--- config.mk ---
export PLATFORM = sky130hd
export DESIGN_NAME = ham_rx_decoder_flat
export DESIGN_NICKNAME = d
export VERILOG_FILES = /design/src/rtl/ham_rx_decoder_pkg.sv /design/src/rtl/ham_rx_decoder_if.sv /design/src/rtl/ham_rx_fifo.sv /design/src/rtl/ham_rx_decoder.sv /design/src/flat_wrapper.sv
export SDC_FILE = /design/constraint.sdc
export NUM_CORES = 1
export LEC_CHECK = 0
export BUFFER_PORTS_ARGS = -buffer_cell sky130_fd_sc_hd__buf_2
export CAP_MARGIN = 40
export CORE_MARGIN = 3
export CORE_UTILIZATION = 50
export CTS_CLUSTER_DIAMETER = 120
export DETAILED_ROUTE_END_ITERATION = 8
export GPL_TIMING_DRIVEN = 1
export PLACE_DENSITY = 0.71
export SLEW_MARGIN = 20
export SYNTH_ARGS = -nofsm -noshare
export SYNTH_HDL_FRONTEND = slang
export SYNTH_SLANG_ARGS = --single-unit
--- constraint.sdc ---
create_clock -name clk -period 3.6 [get_ports clk]
set_input_delay 0.54 -clock clk [delete_from_list [all_inputs] [get_ports clk]]
set_output_delay 0.54 -clock clk [all_outputs]
set_load 0.02 [all_outputs]
--- src/rtl/ham_rx_decoder_pkg.sv ---
// Shared Hamming(7,4) definitions for the core's network interface.
// Used by the receive-side decoder and the transmit-side encoder.
//   flit_t      : 11-bit router flit, [10:4] codeword, [3:0] address
//   codeword_t  : 7-bit codeword, bit i is codeword position i+1
//   byte_t      : delivered {data, address} byte
//   hamming74_correct(raw) : corrected codeword plus syndrome {P4,P2,P1}
package ham_rx_decoder_pkg;

  typedef logic [10:0] flit_t;
  typedef logic [6:0]  codeword_t;
  typedef logic [7:0]  byte_t;

  // Codeword positions (1-based) that carry parity.
  localparam int P1_POS = 1;
  localparam int P2_POS = 2;
  localparam int P4_POS = 4;

  typedef struct packed {
    codeword_t  word;
    logic [2:0] syndrome;
  } ham_fix_t;

  // Each parity bit checks every position whose index has that parity's bit
  // set, so the syndrome is directly the 1-based position of a single error.
  function automatic ham_fix_t hamming74_correct(input codeword_t raw);
    ham_fix_t  res;
    codeword_t flip;
    res.syndrome = '0;
    for (int p = 1; p <= 7; p++) begin
      if ((p & P1_POS) != 0) res.syndrome[0] = res.syndrome[0] ^ raw[p-1];
      if ((p & P2_POS) != 0) res.syndrome[1] = res.syndrome[1] ^ raw[p-1];
      if ((p & P4_POS) != 0) res.syndrome[2] = res.syndrome[2] ^ raw[p-1];
    end
    flip = (res.syndrome == 3'd0) ? '0 : codeword_t'(7'd1 << (res.syndrome - 3'd1));
    res.word = raw ^ flip;
    return res;
  endfunction

endpackage

--- src/rtl/ham_rx_decoder_if.sv ---
// Handshake bundle between router, decoder and data bucket.
//   in_valid/in_ready/in_flit              : router -> decoder flit stream
//   out_valid/out_ready/out_data/out_corrected : decoder -> bucket byte stream
// slave is the decoder's view, master is the surrounding environment.
interface ham_rx_decoder_if;
  import ham_rx_decoder_pkg::*;

  logic  in_valid;
  logic  in_ready;
  flit_t in_flit;
  logic  out_valid;
  logic  out_ready;
  byte_t out_data;
  logic  out_corrected;

  modport master (
    output in_valid, in_flit, out_ready,
    input  in_ready, out_valid, out_data, out_corrected
  );

  modport slave (
    input  in_valid, in_flit, out_ready,
    output in_ready, out_valid, out_data, out_corrected
  );

endinterface

--- src/rtl/ham_rx_fifo.sv ---
// Synchronous circular-buffer FIFO.
//   clk, rst_n   : clock, async active-low reset (clears all entries)
//   push, wdata  : write request, ignored when full
//   pop          : read request, ignored when empty
//   rdata        : head entry (combinational from storage)
//   full, empty  : occupancy flags derived from the registered count
module ham_rx_fifo #(
  parameter int DEPTH = 4,
  parameter int W     = 9
) (
  input  logic         clk,
  input  logic         rst_n,
  input  logic         push,
  input  logic         pop,
  input  logic [W-1:0] wdata,
  output logic [W-1:0] rdata,
  output logic         full,
  output logic         empty
);

  localparam int PW = $clog2(DEPTH);

  logic [W-1:0]  mem [DEPTH];
  logic [PW-1:0] wr_ptr;
  logic [PW-1:0] rd_ptr;
  logic [PW:0]   count;
  logic          do_push;
  logic          do_pop;

  assign full    = (count == (PW+1)'(DEPTH));
  assign empty   = (count == '0);
  assign do_push = push && !full;
  assign do_pop  = pop && !empty;
  assign rdata   = mem[rd_ptr];

  // Storage is cleared too so the head reads zero out of reset.
  always_ff @(posedge clk or negedge rst_n) begin
    if (!rst_n) begin
      wr_ptr <= '0;
      rd_ptr <= '0;
      count  <= '0;
      for (int i = 0; i < DEPTH; i++) mem[i] <= '0;
    end else begin
      if (do_push) begin
        mem[wr_ptr] <= wdata;
        wr_ptr      <= wr_ptr + 1'b1;
      end
      if (do_pop) rd_ptr <= rd_ptr + 1'b1;
      case ({do_push, do_pop})
        2'b10:   count <= count + 1'b1;
        2'b01:   count <= count - 1'b1;
        default: count <= count;
      endcase
    end
  end

endmodule

--- src/rtl/ham_rx_decoder.sv ---
// Receive-side Hamming(7,4) decoder with output buffering.
//   clk, rst_n : clock, async active-low reset
//   bus        : flit input stream and decoded byte output stream
//   clr_count  : synchronous clear of err_count (wins over increment)
//   err_count  : saturating count of accepted flits with non-zero syndrome
// Double-bit errors alias to a single-bit syndrome; they are miscorrected
// and counted like any other correction.
module ham_rx_decoder
  import ham_rx_decoder_pkg::*;
#(
  parameter int FIFO_DEPTH = 4,
  parameter int CNT_W      = 16
) (
  input  logic             clk,
  input  logic             rst_n,
  ham_rx_decoder_if.slave  bus,
  input  logic             clr_count,
  output logic [CNT_W-1:0] err_count
);

  ham_fix_t   fix;
  byte_t      dec_byte;
  logic       corrected;
  logic       push;
  logic       full;
  logic       empty;
  logic [8:0] head;
  logic       unused_parity;

  assign fix       = hamming74_correct(bus.in_flit[10:4]);
  assign corrected = (fix.syndrome != 3'd0);
  assign dec_byte  = {fix.word[6], fix.word[5], fix.word[4], fix.word[2], bus.in_flit[3:0]};
  // Parity positions carry no payload once corrected.
  assign unused_parity = ^{fix.word[3], fix.word[1], fix.word[0]};

  // in_ready follows the registered occupancy only, never out_ready.
  assign bus.in_ready = !full;
  assign push         = bus.in_valid && !full;

  ham_rx_fifo #(
    .DEPTH (FIFO_DEPTH),
    .W     (9)
  ) u_fifo (
    .clk   (clk),
    .rst_n (rst_n),
    .push  (push),
    .pop   (bus.out_ready),
    .wdata ({corrected, dec_byte}),
    .rdata (head),
    .full  (full),
    .empty (empty)
  );

  assign bus.out_valid     = !empty;
  assign bus.out_data      = head[7:0];
  assign bus.out_corrected = head[8];

  always_ff @(posedge clk or negedge rst_n) begin
    if (!rst_n) begin
      err_count <= '0;
    end else if (clr_count) begin
      err_count <= '0;
    end else if (push && corrected && (err_count != '1)) begin
      err_count <= err_count + 1'b1;
    end
  end

endmodule

--- src/flat_wrapper.sv ---
// flat-port wrapper written by rule: the top's interface ports become plain ports
module ham_rx_decoder_flat import ham_rx_decoder_pkg::*;
#(
  parameter int FIFO_DEPTH = 4,
  parameter int CNT_W      = 16
)
  (clk, rst_n, clr_count, err_count, bus_in_valid, bus_in_flit, bus_out_ready, bus_in_ready, bus_out_valid, bus_out_data, bus_out_corrected);
  ham_rx_decoder_if bus_i ();
  input  logic clk;
  input  logic rst_n;
  input  logic clr_count;
  output logic [CNT_W-1:0] err_count;
  input wire logic [$bits(bus_i.in_valid)-1:0] bus_in_valid;
  input wire logic [$bits(bus_i.in_flit)-1:0] bus_in_flit;
  input wire logic [$bits(bus_i.out_ready)-1:0] bus_out_ready;
  output wire logic [$bits(bus_i.in_ready)-1:0] bus_in_ready;
  output wire logic [$bits(bus_i.out_valid)-1:0] bus_out_valid;
  output wire logic [$bits(bus_i.out_data)-1:0] bus_out_data;
  output wire logic [$bits(bus_i.out_corrected)-1:0] bus_out_corrected;
  assign bus_i.in_valid = bus_in_valid;
  assign bus_i.in_flit = bus_in_flit;
  assign bus_i.out_ready = bus_out_ready;
  assign bus_in_ready = bus_i.in_ready;
  assign bus_out_valid = bus_i.out_valid;
  assign bus_out_data = bus_i.out_data;
  assign bus_out_corrected = bus_i.out_corrected;
  ham_rx_decoder #(.FIFO_DEPTH(FIFO_DEPTH), .CNT_W(CNT_W)) u_core (.clk(clk), .rst_n(rst_n), .bus(bus_i), .clr_count(clr_count), .err_count(err_count));
endmodule
### After elaboration in Yosys (flattened, before gate mapping)

Index checks and enable logic that the tools add are counted.

| word-level totals | value |
|---|---|
| output and inout bits | 27 |
| register bits after elaboration | 59 |
| word-level logic and storage cells | 57 |
| bits of input ports | 16 |

| operators by class | value |
|---|---|
| eq/ne operators | 4 |
| $add $sub $neg | 6 |
| shift operators | 1 |
| multiplexer cells | 10 |
| bitwise logic cells | 12 |
| $lt $le $gt $ge | 3 |
| reductions and logical operators | 13 |

Operator list:

| cell | number |
|---|---|
| $bwmux 36 | 1 |
| $mux 16 | 2 |
| $mux 9 | 3 |
| $bmux 9 s2 | 1 |
| $demux 9 s2 | 1 |
| $add 16x1->16 const B | 1 |
| $ne 16x16->1 const B | 1 |
| $xor 1x1->1 | 9 |
| $mux 7 | 1 |
| $shl 1x3->7 const A | 1 |
| $xor 7x7->7 | 1 |
| $ge 3x3->1 const B | 2 |
| $logic_and 1x1->1 | 6 |
| $logic_not 3->1 | 2 |
| $not 2->3 | 2 |
| $pmux 3 s2 | 1 |
| $sub 3x1->3 const B | 2 |
| $add 2x1->2 const B | 2 |
| $reduce_bool 2->1 | 2 |
| $add 3x1->3 const B | 1 |
| $eq 3x3->1 const B | 1 |
| $lt 3x1->1 const B | 1 |
| $reduce_bool 3->1 | 1 |
| $eq 2x1->1 const B | 1 |
| other kinds (2) | 3 |

### Logic depth before layout (Yosys ltp)

Gate-level depths: netlist (run 1).

| logic depth | value |
|---|---|
| depth in word-level cells | 8 |
| mapped depth | 9 |
| depth with buffers taken out | 9 |

### Hierarchy

A second synthesis (run 1) with hierarchy kept.

| unflattened totals | value |
|---|---|
| cells, all modules | 248 |
| area, all modules | 3047.9 um^2 |

By module, submodules not included:

| module | cells an instance | times used | area an instance (um^2) | sequential area each (um^2) |
|---|---|---|---|---|
| ham_rx_fifo | 123 | 1 | 1951.9 | 1076.0 |
| ham_rx_decoder | 125 | 1 | 1096.1 | 400.4 |

### Worst setup path before layout (run 1)

No wires, ideal clock.

| path | value |
|---|---|
| path type | register to register |
| start | reg u_core.u_fifo.count[0] |
| end | reg u_core.u_fifo.count[2] |
| required time | 3.521 ns |
| cell stages (with the launch flop) | 10 |
| period minus slack after synthesis | 2.264 ns |
| arrival | 2.184 ns |
| slack | 1.336 ns |
| setup time | 0.079 ns |
| buffers on the path | 0 |
| cell sequence | dfrtp_1 > or3b_1 > and2_1 > inv_1 > ha_1 > inv_1 > fa_1 > xor2_1 > nor2_1 > xor2_1 |

| between the ends | value |
|---|---|
| word-level cells in the longest chain between the ends | 6 |
| elaborated cells on any way between the ends | 13 |
| those cells by class | add/sub: 2; eq/ne: 3; mux: 1; reduce/logical: 7 |

Ends and longest elaborated chain:

| what | line | text |
|---|---|---|
| from (decl) | ham_rx_fifo.sv:26 | `logic [PW:0] count;` |
| from (signal assigned) | ham_rx_fifo.sv:50 | `2'b10: count <= count + 1'b1;` |
| from (signal assigned) | ham_rx_fifo.sv:51 | `2'b01: count <= count - 1'b1;` |
| from (signal assigned) | ham_rx_fifo.sv:52 | `default: count <= count;` |
| $eq 3x3->1 (*) | ham_rx_fifo.sv:30 | `assign full = (count == (PW+1)'(DEPTH));` |
| $logic_not 1->1 (*) | - |  |
| via bus_in_ready | flat_wrapper.sv:16 | `output wire logic [$bits(bus_i.in_ready)-1:0] bus_in_ready;` |
| $logic_and 1x1->1 | ham_rx_decoder.sv:38 | `assign push = bus.in_valid && !full;` |
| $logic_and 1x1->1 (*) | ham_rx_fifo.sv:32 | `assign do_push = push && !full;` |
| $eq 2x1->1 or $eq 2x2->1 (tied branches) | ham_rx_fifo.sv:49 | `case ({do_push, do_pop})` |
| $pmux 3 s2 or $reduce_bool 2->1 (tied branches) | - |  |

Mark *: on every way through the listed nets, which the timed path passes. The rest lies on a longest branch.
A chain may end at the register's enable or synchronous reset.

### Worst setup path after layout (run 1)

| path | value |
|---|---|
| start | reg u_core.u_fifo.count[0] |
| end | reg u_core.u_fifo.count[2] |

| between the ends | value |
|---|---|
| word-level cells in the longest chain between the ends | 6 |
| elaborated cells on any way between the ends | 13 |
| those cells by class | add/sub: 2; eq/ne: 3; mux: 1; reduce/logical: 7 |

Ends and longest elaborated chain:

| what | line |
|---|---|
| $eq 3x3->1 | ham_rx_fifo.sv:30 |
| $logic_not 1->1 | ham_rx_fifo.sv:32, ham_rx_decoder.sv:38 |
| $logic_and 1x1->1 | ham_rx_decoder.sv:38 |
| $logic_and 1x1->1 | ham_rx_fifo.sv:32 |
| $eq 2x1->1 or $eq 2x2->1 (tied branches) | ham_rx_fifo.sv:49 |
| $pmux 3 s2 or $reduce_bool 2->1 (tied branches) | - |

Several ways; a longest one is shown, not always the timed one.

==> impl_metrics.tcl, run 1 <==
set metrics [dict create \
    outcome "complete, no violations" \
    synth_top_family_by_area "multiplexers" \
    setup_tns_ns 0 \
    worstPathArrival_ns 2.75 \
    synth_compound_area_share_pct 8.63 \
    worstPathRequired_ns 3.87 \
    ys_seq_area_share_pct 46.5 \
    hold_violations 0 \
    fmax_mhz 402 \
    dieHeight_um 85.7 \
    yosys.area_share.simple_pct 13.6 \
    fp-row-count 28 \
    root_buffer "clkbuf_8" \
    die-area_um2 7350 \
    fin_ws_ns 1.11 \
    numCtsBuffers 9 \
    async_reset_ff_share_pct 100 \
    internal-power_uw 1940 \
    final-instance-count-excl-fill 394 \
    power_frac_comb_pct 35.9 \
    hold_class "in -> async" \
    dr.first_iter.drc_count 107 \
    regToRegEndpoint "u_core.u_fifo.count[2]" \
    synth_top_flop_cell "dfrtp_1" \
    num_antenna_cells 0 \
    maxCapViolCount 0 \
    p_switching_uw 955 \
    yosysMostFrequentCell "dfrtp_1" \
    r2r_setup_slack_ns 1.11 \
    crit_fanout 13 \
    fin_crit_sh_pct 69.1 \
    synthesis.area_um2 3180 \
    dp_slack_ns 0.939 \
    place_congestion 0.924 \
    area_growth_pct 16.5 \
    htreeDepth 3 \
    tightest_slew_ns 0.829 \
    cts.sinks 59 \
    clockPowerShare_pct 25.9 \
    synth_area_per_cell_um2 11.8 \
    detail-route-antenna-nets 0 \
    setup_viol 0 \
    cp-start-kind "register" \
    max-slew-margin-rel_pct 44.3 \
    cts_buffer_depth 2 \
    synth-edff-count 0 \
    syn_nets 292 \
    hpwl_um 4420 \
    muxShareOfSynthArea_pct 19.8 \
    vias_per_cell 5.81 \
    vias 2288 \
    p_sw_share_pct 33.0 \
    reg2reg_depth 9 \
    antenna_found_initial 0 \
    cts_tree "done" \
    initial_core_util_pct 52.7 \
    drv_slew 0 \
    r2r-start "u_core.u_fifo.count[0]" \
    drc 0 \
    ys_seq_elements 59 \
    synth_cell_types 44 \
    yosysTopAreaCell "dfrtp_1" \
    post_cts_buffers 0 \
    power_density_nw_per_um2 781 \
    final_nets 337 \
    grt_pass1_vias 2224 \
    drt_wl_total_um 6470 \
    syn_inst 269 \
    dpl.cell_count 378 \
    drive_above_1_share_pct 33.9 \
    cts_resized 0 \
    wire_per_inst_um 16.4 \
    dr.pass1.iters 4 \
    synth_adder_area_share_pct 2.99 \
    clk_pin_slew_ns 0.07 \
    grt_max_degree 25 \
    power_frac_seq_pct 38.1 \
    peakVddDrop_mv 0.401 \
    clock_skew_ns 0.00558 \
    ys_warn_count 0 \
    clk_latency_ns 0.34 \
    holdBufCountCts 0 \
    grt_pass1_wl_um 11000 \
    io_buffers 42 \
    period_needed_ns 2.49 \
    yosys-top-cells-count "59 x dfrtp_1, 32 x mux2_2, 24 x nand2_1" \
    worst-setup-path-type "reg -> reg" \
    p_leak_uw 0.00164 \
    crit_path_end_kind "register" \
    ios 43 \
    synth.area.top_cells "dfrtp_1 46%, mux2_2 11%, mux4_2 6.4%" \
    fp.coreArea_um2 6030 \
    synth_xor_xnor_area_share_pct 5.83 \
    grtUsageTotal_pct 19.4 \
    yosys.area.top_type_share_pct 46.5 \
    rsz0062_at_grt "no" \
    gr-total-overflow 0 \
    die_w_um 85.7 \
]
sequential cells by signal, summed over array words and instances (netlist names):
signal and count:
u_core.u_fifo.mem 36, u_core.err_count 16, u_core.u_fifo.count 3, u_core.u_fifo.rd_ptr 2
u_core.u_fifo.wr_ptr 2
per-layer routing:
metal  up-vias  wire length [µm]  global-route usage [%]
li1       1089                 -                       -
met1      1150              3020                    26.3
met2        42              3100                    30.6
met3         7               251                    4.71
met4         0                99                    6.91
met5         -                 0                       0
how the worst max path moves through the flow:
stage	cells after the start	start	endpoint	slack [ns]
after detailed placement	7	bus_in_flit[6]	u_core.err_count[15]	0.94
after global placement	7	bus_in_flit[6]	u_core.err_count[15]	1.02
after floorplan	9	u_core.u_fifo.count[0]	u_core.u_fifo.count[2]	1.34
after CTS	9	u_core.u_fifo.count[0]	u_core.u_fifo.count[2]	1.09
after global routing	9	u_core.u_fifo.count[0]	u_core.u_fifo.count[2]	0.93
final	9	u_core.u_fifo.count[0]	u_core.u_fifo.count[2]	1.11
layout make-up:
cell class                 instances  area (µm²)
inverter                           6        22.5
multi-input combinational        193        1610
sequential                        59        1480
clock inverter                     6         111
clock buffer                      10         138
timing repair buffer              45         245
fill                             512        2320
tap                               75        93.8
critical path, stage by stage (launching register included):
cell	delay, ns
dfrtp_1	0.42
or3b_1	0.38
and2_1	0.32
inv_1	0.24
ha_1	0.22
inv_1	0.06
fa_1	0.37
xor2_1	0.15
nor2_1	0.12
xor2_1	0.15
per-stage QoR:
| stage | power [µW] | cell area [µm²] | util [%] | hold slack (ns) |
|---|---|---|---|---|
| 2_1_floorplan | 1880 | 3180 | - | 0.244 |
| 3_3_place_gp | 2130 | 3430 | 57.0 | 0.463 |
| 3_5_place_dp | 2170 | 3450 | 57.3 | 0.473 |
| 4_1_cts | 2920 | 3700 | 61.4 | 0.103 |
| 5_1_grt | 3070 | 3700 | 61.4 | 0.108 |
| 6_report | 2890 | 3700 | 61.4 | 0.0966 |
cells by family after synthesis:
group / after synthesis
compound gates: 42
mux: 47
xor+xnor: 16
flops: 59
buf+inv: 17
fa+ha+maj: 7
simple gates: 81
cell usage in the layout, fill, tap and decap left out, types with 2 or more instances in the layout:
cell,instances
nand4_1,3
mux2_2,32
dfrtp_1,59
o21ai_0,7
nor2_1,11
buf_4,2
or3_1,3
clkbuf_8,10
nor4_1,5
mux4_2,9
ha_1,6
xor2_1,7
nand3_1,5
nand2b_1,2
mux2i_1,2
a21oi_1,15
nand2_1,24
and2_1,3
and4_1,4
bufinv_16,3
o31ai_1,10
mux2_1,4
buf_2,42
nor2b_1,4
inv_1,6
nor3_1,4
and3_1,3
xnor2_1,6
or4_1,9
power by group through the flow:
stage	sequential [µW]	clock, µW	combinational (µW)
after CTS	1100	763	1050
after detailed placement	1120	0	1050
final	1100	749	1040
after global routing	1140	796	1140
after floorplan	1020	0	861
after global placement	1100	0	1020
(Power assumes the default switching activity.)
==> run 2, diff against run 1 <==
clock period = 2.6 ns   (was 3.6 ns; I/O delays follow)
==> run 2 against run 1 <==
Compared with the run above:
- die area is the same
- count of clock-buffer cells in the layout rose by 1
- first-iteration DRC count grew 22%
- sequential share of layout area about the same
- non-clock buffer count up 3
- setup slack worse by 0.78 ns
- largest power group is now combinational logic
==> impl_metrics.tcl, run 2 (synthesized netlist as in run 1, its figures left out) <==
set metrics [dict create \
    drt_wl_total_um 6460 \
    drv_slew 0 \
    dr.first_iter.drc_count 131 \
    fmax_mhz 441 \
    drive_above_1_share_pct 34.3 \
    final_common_cell "dfrtp_1" \
    max-slew-margin-rel_pct 42.8 \
    clk_latency_ns 0.33 \
    placed_area_um2 3470 \
    vias_per_cell 5.79 \
    detail-route-antenna-nets 0 \
    grtUsageTotal_pct 19.0 \
    dr.pass1.iters 4 \
    cp-start-kind "register" \
    numCtsBuffers 9 \
    hold_violations 0 \
    hpwl_um 4520 \
    drc 0 \
    top_layer_used "met4" \
    io_buffers 42 \
    peakVddDrop_mv 0.560 \
    gr-total-overflow 0 \
    critPathMaxStageDelay_ns 0.39 \
    worstPathArrival_ns 2.51 \
    initial_core_util_pct 52.7 \
    die_w_um 85.7 \
    fp-row-count 28 \
    ios 43 \
    rsz0062_at_grt "no" \
    cpMaxStageDelayCell "dfrtp_1" \
    antenna_found_initial 0 \
    cts_resized 0 \
    regMostFlops "u_core.u_fifo.mem" \
    holdBufCountCts 0 \
    wire_per_inst_um 16.3 \
    setup_viol 0 \
    worstPathRequired_ns 2.84 \
    met2_length_um 3190 \
    period_needed_ns 2.27 \
    reg2reg_depth 9 \
    final_nets 340 \
    root_buffer "clkbuf_8" \
    cts.sinks 59 \
    fin_crit_sh_pct 87.3 \
    met1_length_um 2980 \
    die-area_um2 7350 \
    grt_max_degree 32 \
    hold_class "in -> async" \
    crit_family "simple AND/OR/NAND/NOR gates" \
    clock_skew_ns 0.0125 \
    fp.coreArea_um2 6030 \
    r2r_setup_slack_ns 0.33 \
    cts_buffer_depth 2 \
    cp_num_buf_inv 2 \
    wl_met3_um 219 \
    crit_fanout 6 \
    largest_reg_flops 36 \
    area_growth_pct 16.5 \
    grt_pass1_wl_um 10900 \
    cp_cell_sequence "or3b_1 > and2_1 > inv_1 > ha_1 > inv_1 > fa_1 > xor2_1 > nor2_1 > xor2_1" \
    place_congestion 0.802 \
    p_leak_uw 0.00164 \
    final_area_um2 3700 \
    setup.worst_path.end "u_core.u_fifo.count[2]" \
    tightest_slew_ns 0.851 \
    vias 2294 \
    post_cts_buffers 0 \
    dieHeight_um 85.7 \
    r2r-start "u_core.u_fifo.count[1]" \
    cts_tree "done" \
    top_regs "u_core.u_fifo.mem x36, u_core.err_count x16, u_core.u_fifo.count x3" \
    layout_common_cells "59 x dfrtp_1, 42 x buf_2, 32 x mux2_2" \
    htreeDepth 3 \
    cp_num_cells 9 \
    setup_tns_ns 0 \
    outcome "complete, no violations" \
    crit_path_end_kind "register" \
    worst-setup-path-type "reg -> reg" \
    grt_pass1_vias 2232 \
    regToRegEndpoint "u_core.u_fifo.count[2]" \
    crit_path_start "u_core.u_fifo.count[1]" \
    clk_pin_slew_ns 0.07 \
    power_density_nw_per_um2 1060 \
    num_antenna_cells 0 \
    maxCapViolCount 0 \
]
-- run 2: cell count changes in the layout (fill, tap and decap cells not counted), sizes merged --
cell and delta:
buf +3, clkinvlp -1, inv -1, clkinv +1, bufinv -1, clkbuf +1
-- run 2: power breakdown --
part           total [µW]  switching [µW]  internal [µW]  leakage, µW
clock                 930             343            587     0.000115
combinational        1520             750            767     0.000794
sequential           1480             206           1270     0.000734
-- run 2: final cells by class --
type	count	area [µm²]
Sequential cell	59	1480
Fill cell	482	2330
Clock inverter	4	73.8
Tap cell	75	93.8
Timing Repair Buffer	48	268
Inverter	6	22.5
Clock buffer	11	151
Multi-Input combinational cell	193	1610
-- run 2: metrics by stage --
step	setup slack (ns)	instances	util (%)	power, µW	hold slack, ns
2_1_floorplan	0.336	269	-	2610	0.0944
3_3_place_gp	0.276	381	57.7	2970	0.459
3_5_place_dp	0.344	381	57.7	3030	0.464
4_1_cts	0.316	396	61.4	3970	0.103
5_1_grt	0.191	396	61.4	4190	0.122
6_report	0.331	396	61.4	3920	0.0823
-- run 2: per-layer routing --
layer,vias up,global-route usage (%)
met5,-,0
met4,0,6.91
met3,7,4.03
met2,43,31.4
met1,1144,24.6
li1,1100,-
-- run 2: worst min path at each step --
stage	from	endpoint	slack, ns	cells after the start
final	rst_n	u_core.u_fifo.mem[12]	0.08	1
after global routing	rst_n	u_core.u_fifo.mem[3]	0.12	1
after CTS	rst_n	u_core.u_fifo.mem[3]	0.10	1
after detailed placement	rst_n	u_core.u_fifo.mem[3]	0.46	1
after global placement	rst_n	u_core.u_fifo.mem[3]	0.46	1
after floorplan	rst_n	u_core.err_count[0]	0.09	0
==> run 3, diff against run 2 <==
ABC_AREA = 1   (was not set)
PLACE_DENSITY = 0.7   (was 0.71)
==> run 3 against run 2 <==
Compared with the run above:
- clock skew decreased by 0.0031 ns
- via count grew 42%
- utilization fell by 1.4 points
- sequential power is 3% lower
- die area rose by 7.0%
- total power decreased by 1.6%
- count of clock-buffer cells in the layout is the same
- hold slack worse by 0.019 ns
- non-clock buffer count unchanged
- global-route usage increased by 4.8 points
- wire length rose by 33%
- largest power group unchanged
- setup slack gained 0.078 ns
==> impl_metrics.tcl, run 3 <==
set metrics [dict create \
    htreeDepth 3 \
    antenna_found_initial 0 \
    clk_latency_ns 0.33 \
    place_congestion 0.906 \
    synth_area_per_cell_um2 7.25 \
    yosys.area.top_type_share_pct 43.2 \
    drive_above_1_share_pct 17.6 \
    numCtsBuffers 9 \
    drt_wl_total_um 8590 \
    cts_resized 0 \
    synthesis.area_um2 3420 \
    max-slew-margin-rel_pct 59.1 \
    cts.sinks 59 \
    wire_per_inst_um 14.3 \
    yosysTopAreaCell "dfrtp_1" \
    cp-start-kind "register" \
    setup_tns_ns 0 \
    regMostFlops "u_core.u_fifo.mem" \
    final_common_cell "nand2_1" \
    io_buffers 42 \
    syn_nets 494 \
    period_needed_ns 2.19 \
    synth.area.top_cells "dfrtp_1 43%, nand2_1 20%, nand3_1 5.4%" \
    clk_pin_slew_ns 0.07 \
    largest_reg_flops 36 \
    syn_inst 471 \
    fillers 608 \
    fmax_mhz 456 \
    final-instance-count-excl-fill 601 \
    grt_pass1_vias 3020 \
    synth-edff-count 0 \
    ios 43 \
    crit_path_start "u_core.u_fifo.rd_ptr[1]" \
    dr.first_iter.drc_count 319 \
    fp-row-count 29 \
    fp.coreArea_um2 6490 \
    peakVddDrop_mv 0.509 \
    dieHeight_um 88.7 \
    synth_cell_types 25 \
    layout_common_cells "179 x nand2_1, 59 x dfrtp_1, 42 x buf_2" \
    power_density_nw_per_um2 991 \
    gr-total-overflow 0 \
    tightest_slew_ns 0.613 \
    top_regs "u_core.u_fifo.mem x36, u_core.err_count x16, u_core.u_fifo.count x3" \
    clock_skew_ns 0.00934 \
    maxCapViolCount 0 \
    synth_top_flop_cell "dfrtp_1" \
    hold_class "in -> async" \
    detail-route-antenna-nets 0 \
    initial_core_util_pct 52.6 \
    utilization_pct 60.0 \
    grtUsageTotal_pct 23.8 \
    vias 3257 \
    crit_fanout 10 \
    grt_pass1_wl_um 14500 \
    holdBufCountCts 0 \
    final_nets 542 \
    root_buffer "clkbuf_8" \
    die-area_um2 7860 \
    p_leak_uw 0.00219 \
    worst-setup-path-type "reg -> out" \
    die_w_um 88.7 \
    fin_crit_sh_pct 84.3 \
    dr.pass1.iters 5 \
    worstPathRequired_ns 2.21 \
    outcome "complete, no violations" \
    r2r-start "u_core.u_fifo.count[1]" \
    yosysMostFrequentCell "nand2_1" \
    ys_seq_area_share_pct 43.2 \
    async_reset_ff_share_pct 100 \
    num_antenna_cells 0 \
    dpl.cell_count 585 \
    cts_tree "done" \
    hold_violations 0 \
    vias_per_cell 5.42 \
    ys_seq_elements 59 \
    rsz0062_at_grt "no" \
    post_cts_buffers 0 \
    area_growth_pct 14.1 \
    cts_buffer_depth 2 \
    ys_warn_count 0 \
    hpwl_um 5910 \
    worstPathArrival_ns 1.80 \
    crit_path_end_kind "output pin" \
    drc 0 \
    grt_max_degree 26 \
    setup_viol 0 \
    yosys-top-cells-count "179 x nand2_1, 59 x dfrtp_1, 40 x nor2_1" \
    drv_slew 0 \
]
run 3: per-layer routing:
metal | vias up | global-route usage [%] | part of all wire (%)
met1 | 1544 | 34.2 | 48
li1 | 1606 | - | -
met5 | - | 0 | 0
met2 | 96 | 35.8 | 46
met4 | 0 | 8.24 | 1.5
met3 | 11 | 4.56 | 5.3
run 3: logic make-up after synthesis:
group / after synthesis / share of synthesized area, %
AND/OR/NAND/NOR: 302 / 38.7
XOR/XNOR: 13 / 3.33
adder cells (fa/ha/maj): 7 / 2.78
AO/OA/AOI/OAI: 31 / 4.87
buffers and inverters: 59 / 7.11
flip-flops: 59 / 43.2
run 3: critical path, stage by stage (launching register included):
cell and delay [ns]:
dfrtp_1 0.56, clkinv_1 0.42, o21ai_0 0.19, o22ai_1 0.12
buf_2 0.17
run 3: per-stage QoR:
step           area, µm²  setup WS (ns)  hold slack, ns  power [µW]
6_report            3900          0.409          0.0632        3860
5_1_grt             3900          0.317           0.115        4170
4_1_cts             3900          0.442          0.0801        3880
3_5_place_dp        3710          0.680           0.440        3060
3_3_place_gp        3700          0.773           0.426        3010
2_1_floorplan       3420          0.647          0.0944        2580
run 3: final cells by class:
cell class	count	area, µm²	area share, %
inverter	48	180	4.62
clock buffer	11	131	3.37
multi-input combinational	353	1700	43.5
tap	77	96.3	2.47
sequential	59	1480	37.9
timing repair buffer	48	263	6.74
clock inverter	5	53.8	1.38
run 3: report_power, final:
| group | internal, µW | switching [µW] |
|---|---|---|
| logic | 539 | 1070 |
| clock network | 440 | 370 |
| registers | 1240 | 199 |
| total | 2220 | 1640 |
run 3: final timing paths:
path / to / slack [ns] / depth (start not counted)
worst max-delay path: bus_out_data[4] / 0.41 / 4
worst min-delay path: u_core.u_fifo.mem[3] / 0.06 / 1
worst max register to register: u_core.u_fifo.count[2] / 0.69 / 9
worst min register to register: u_core.u_fifo.mem[9] / 0.48 / 2
max in group asynchronous: u_core.u_fifo.mem[26] / 1.84 / 2
min in group clk: u_core.u_fifo.mem[9] / 0.30 / 3
